===== config.mk =====
export PLATFORM = sky130hd
export DESIGN_NAME = fp32_sqrt
export DESIGN_NICKNAME = d
export VERILOG_FILES = /design/src/rtl/fp32_sqrt.sv
export SDC_FILE = /design/constraint.sdc
export NUM_CORES = 1
export LEC_CHECK = 0
export BUFFER_PORTS_ARGS = -buffer_cell sky130_fd_sc_hd__buf_2
export CORE_MARGIN = 10
export CORE_UTILIZATION = 50
export CTS_CLUSTER_DIAMETER = 30
export DETAILED_ROUTE_END_ITERATION = 10
export HOLD_SLACK_MARGIN = 0.08
export PLACE_DENSITY = 0.75
export SYNTH_ARGS = -nofsm -noshare
export SYNTH_HDL_FRONTEND = slang
export SYNTH_SLANG_ARGS = --single-unit

===== constraint.sdc =====
create_clock -name clk -period 3.7 [get_ports clk]
set_input_delay 0.555 -clock clk [delete_from_list [all_inputs] [get_ports clk]]
set_output_delay 0.555 -clock clk [all_outputs]
set_load 0.005 [all_outputs]

===== src/rtl/fp32_sqrt.sv =====
// rtl/fp32_sqrt.sv - IEEE-754 binary32 square root, radix-2 restoring recurrence
//
// Ports:
//   clk           rising-edge clock
//   rst           synchronous reset, active-high
//   ready         start request, sampled only while idle
//   rounding_mode 000 RNE, 001 RTZ, 010 RDN, 011 RUP, 100 RMM, others RNE
//   a             binary32 operand
//   y             binary32 result, stable from valid until the next capture
//   valid         one-cycle pulse, 28 cycles after the capturing edge
module fp32_sqrt (
  input  logic        clk,
  input  logic        rst,
  input  logic        ready,
  input  logic [2:0]  rounding_mode,
  input  logic [31:0] a,
  output logic [31:0] y,
  output logic        valid
);

  typedef enum logic [1:0] {IDLE, CALC, ROUND, DONE} state_t;

  state_t      state;
  logic [31:0] a_q;
  logic [2:0]  rm_q;
  logic [51:0] rad_q;   // radicand, consumed two bits per cycle from the top
  logic [25:0] root_q;  // 1 integer bit, 23 fraction bits, guard, round
  logic [26:0] rem_q;   // partial remainder, bounded by 2*root
  logic [4:0]  cnt_q;

  // Recurrence step: trial = 4R + next two radicand bits, subtrahend = 4Q + 1
  logic [28:0] trial;
  logic [28:0] sub;
  logic        keep;
  logic [26:0] rem_next;

  assign trial    = {rem_q, rad_q[51:50]};
  assign sub      = {1'b0, root_q, 2'b01};
  assign keep     = (trial >= sub);
  // The kept remainder always fits 27 bits, so modular low-bit subtraction suffices.
  assign rem_next = keep ? (trial[26:0] - sub[26:0]) : trial[26:0];

  // Radicand load: an odd biased exponent means an even unbiased exponent,
  // so 1.f is used as-is; otherwise 1.f is doubled. Either way the value is
  // scaled to 50 fraction bits so that 26 root bits come out.
  logic [23:0] mant_in;
  logic [51:0] rad_load;

  assign mant_in  = {1'b1, a[22:0]};
  assign rad_load = a[23] ? {1'b0, mant_in, 27'd0} : {mant_in, 28'd0};

  // Rounding and special-case selection, evaluated in ROUND
  logic        guard_bit;
  logic        sticky_bit;
  logic        lsb_bit;
  logic        round_up;
  logic [7:0]  exp_base;
  logic [31:0] norm_res;
  logic        e_all1;
  logic        e_zero;
  logic        f_nz;
  logic [31:0] result;

  always_comb begin
    guard_bit  = root_q[1];
    sticky_bit = root_q[0] | (|rem_q);
    lsb_bit    = root_q[2];

    case (rm_q)
      3'b001, 3'b010: round_up = 1'b0;
      3'b011:         round_up = guard_bit | sticky_bit;
      3'b100:         round_up = guard_bit;
      default:        round_up = guard_bit & (sticky_bit | lsb_bit);
    endcase

    // (E + 127) >> 1, written as E[7:1] + 63 + E[0] to stay within 8 bits
    exp_base = {1'b0, a_q[30:24]} + 8'd63 + {7'd0, a_q[23]};

    // The hidden bit root_q[25] lands in the exponent LSB, hence exp_base - 1.
    // A rounding carry out of the fraction ripples into the exponent as well.
    norm_res = {1'b0, exp_base - 8'd1, 23'd0} + {8'd0, root_q[25:2]}
             + {31'd0, round_up};

    e_all1 = &a_q[30:23];
    e_zero = ~|a_q[30:23];
    f_nz   = |a_q[22:0];

    if (e_all1 && f_nz) begin
      result = 32'h7FC0_0000;
    end else if (a_q[31]) begin
      result = (e_zero && !f_nz) ? 32'h8000_0000 : 32'h7FC0_0000;
    end else if (e_zero) begin
      result = 32'h0000_0000;  // +0 and flushed positive denormals
    end else if (e_all1) begin
      result = 32'h7F80_0000;
    end else begin
      result = norm_res;
    end
  end

  always_ff @(posedge clk) begin
    if (rst) begin
      state  <= IDLE;
      a_q    <= 32'd0;
      rm_q   <= 3'd0;
      rad_q  <= 52'd0;
      root_q <= 26'd0;
      rem_q  <= 27'd0;
      cnt_q  <= 5'd0;
      y      <= 32'd0;
      valid  <= 1'b0;
    end else begin
      valid <= 1'b0;
      case (state)
        IDLE: begin
          if (ready) begin
            a_q    <= a;
            rm_q   <= rounding_mode;
            rad_q  <= rad_load;
            root_q <= 26'd0;
            rem_q  <= 27'd0;
            cnt_q  <= 5'd0;
            state  <= CALC;
          end
        end
        CALC: begin
          rem_q  <= rem_next;
          root_q <= {root_q[24:0], keep};
          rad_q  <= {rad_q[49:0], 2'b00};
          cnt_q  <= cnt_q + 5'd1;
          if (cnt_q == 5'd25) begin
            state <= ROUND;
          end
        end
        ROUND: begin
          y     <= result;
          state <= DONE;
        end
        DONE: begin
          valid <= 1'b1;
          state <= IDLE;
        end
        default: state <= IDLE;
      endcase
    end
  end

endmodule


==> impl_metrics.py <==
metrics = {
    "routing": {
        "drt_iter0_markers": 558,
        "finalWirelength_um": 21800,
        "ant_nets": 0,
        "wl_per_cell_um": 15.8,
        "vias": 7957,
        "vias_per_cell": 5.76,
        "route.detailed.drc": 0,
        "dr.pass1.iters": 5,
    },
    "final_layout": {
        "drive_above_1_share_pct": 11.2,
        "final_nets": 1226,
        "multi_input_area_um2": 5070,
        "n_antenna_cell": 0,
        "seq_area_um2": 3060,
        "area_delta_synth_final_pct": 12.5,
        "fillerInstances": 1535,
        "final_cell_area_um2": 9670,
    },
    "timing": {
        "setup_viol_count_final": 0,
        "clock_skew_ps": 8.74,
        "hold_violations": 0,
        "max_slew_margin_pct": 42.8,
        "fmax_mhz": 304,
        "grt_setup_unrepaired": "false",
        "finalCriticalPeriod_ps": 3290,
        "drv_slew": 0,
        "worst_slew_pin_slew_ps": 857,
        "min_period_over_period_pct": 89.0,
        "fin_tns_setup_ps": 0,
        "fin_hold_ws_ps": 360,
    },
    "outcome": {
        "outcome": "finished, final reports clean",
    },
    "grt": {
        "grt_max_degree": 60,
        "grt_util_all_layers_pct": 19.2,
        "antenna_found_initial": 1,
        "grt_first_pass_wirelength_um": 36000,
        "overflow": 0,
        "grt_pass1_vias": 7400,
    },
    "synthesis": {
        "postSynthCellCount": 1111,
        "synth_nets": 1189,
        "synth_common_cells": "186 x nand2_1, 153 x dfxtp_1, 110 x a21oi_1",
        "synth_edf_count": 0,
        "synthMostInstantiatedCell": "nand2_1",
        "synth_warnings": 0,
        "async_flop_share_pct": 0,
        "syn_area_per_cell_um2": 7.73,
        "synth_seq_cells": 153,
        "syn_area_um2": 8590,
        "yosys-top-cells-area": "dfxtp_1 36%, nand2_1 8.1%, a21oi_1 6.4%",
        "synthFlopType": "dfxtp_1",
        "yosys.area.top_type": "dfxtp_1",
        "seq_area_frac_synth_pct": 35.6,
        "ys_types": 65,
        "netlist.area_leader.share_pct": 35.6,
    },
    "min_path": {
        "hold_class": "primary input to register",
        "worstHoldPathCells": 3,
    },
    "critical_path": {
        "setup.worst_path.class": "register to register",
        "r2r_slack_ps": 410,
        "worstSetupStartpointType": "register",
        "worst-endpoint-arrival_ps": 3590,
        "worst-path-max-fanout": 4,
        "reg2regPathDepth": 15,
        "critPathRequiredTime_ps": 4000,
        "cp-end-kind": "register",
    },
    "job": {
        "maxCapViolations": 0,
    },
    "clock_tree": {
        "cts_resized": 0,
        "numCtsBuffers": 17,
        "postCtsSetupBuffers": 0,
        "clk_latency_ps": 430,
        "h-tree-depth": 4,
        "postCtsHoldBufs": 0,
        "cts_sinks": 153,
        "path_clk_slew_ps": 70,
        "root_buffer": "clkbuf_16",
        "cts_buffer_depth": 2,
        "cts_tree": "yes",
    },
    "power": {
        "p_leak_nw": 3.91,
        "powerDensity_nw_per_um2": 696,
        "p_total_mw": 6.73,
        "peakVddDrop_mv": 0.406,
    },
    "placement": {
        "placed_area_um2": 9060,
        "dpl.hpwl_um": 15600,
        "gp_congestion": 0.927,
        "port-buffer-count": 70,
    },
    "floorplan": {
        "io_pins": 71,
        "fp.dieArea_um2": 22800,
        "rows": 47,
        "die_height_um": 151,
        "die_w_um": 151,
        "core_um2": 16700,
        "start_util_pct": 51.5,
    },
}
-- stage by stage --
stage	utilization (%)	setup slack (ps)	std cells
after floorplan	-	811	1111
after global placement	54.2	521	1349
after detailed placement	54.2	445	1349
after CTS	57.9	427	1381
after global routing	57.9	157	1381
final	57.9	409	1381
-- routing by layer --
metal / track usage (%) / vias to the layer above / share of wire, % / wire length, µm
met1: 24.3 / 3754 / 46 / 10000
met5: 0 / - / 0.055 / 12
met2: 30.7 / 225 / 46 / 10100
met4: 7.17 / 2 / 2.5 / 554
li1: - / 3935 / - / -
met3: 4.92 / 41 / 5.5 / 1190
-- cell type report --
class,count,area share (%)
clock buffers,19,4.58
clock inverters,13,1.72
inverters,46,1.79
multi-input cells,845,52.4
flip-flops and latches,153,31.7
well taps,220,2.85
repair buffers,85,4.94
-- power by group --
part           total (mW)  switching (mW)  internal, mW
registers            2.02           0.152          1.87
clock network        1.81           0.725          1.08
logic                2.90            1.80          1.10
-- placed cells by master, fill, tap and decap left out, types with 33 or more instances in the layout --
cell type	Yosys	routed
nand2_1	186	186
dfxtp_1	153	153
a21oi_1	110	110
nor2_1	106	106
buf_2	0	69
inv_1	45	45
mux2i_1	44	44
o21ai_0	41	41
ha_1	40	40
xnor2_1	33	33
-- sequential cells by signal, indices dropped and copies added (netlist names) --
register,flops
cnt_q,5
rm_q,3
valid,1
rem_q,27
rad_q,25
a_q,32
state,2
y,32
root_q,26
-- final timing paths --
check	startpoint	end
min	a[28]	a_q[28]
max	rem_q[15]	y[28]
min reg2reg	rad_q[48]	rad_q[48]
max reg2reg	rem_q[15]	y[28]
-- kinds of logic (layout without fill, tap and decap cells) --
| family | count (synthesis) | after routing | synth area share [%] |
|---|---|---|---|
| adder cells (fa/ha/maj) | 40 | 40 | 5.82 |
| flip-flops | 153 | 153 | 35.6 |
| multiplexers | 46 | 46 | 5.39 |
| AO/OA/AOI/OAI | 272 | 272 | 19.3 |
| AND/OR/NAND/NOR | 432 | 432 | 22.8 |
| buffers and inverters | 113 | 163 | 5.49 |
| XOR/XNOR | 55 | 55 | 5.61 |
-- worst max-delay path, cell delays in order (launching register included) --
cell	delay [ps]
dfxtp_1	400
nor4_1	90
nand4_1	150
o32ai_1	100
and3_1	150
o22ai_1	190
ha_1	240
ha_1	190
nand3_1	110
nor4_1	510
and4_1	330
a41oi_1	210
nor2_1	170
nand2_1	80
xor2_1	150
a21oi_1	80
Note: power is estimated with default switching activity, not from simulation.
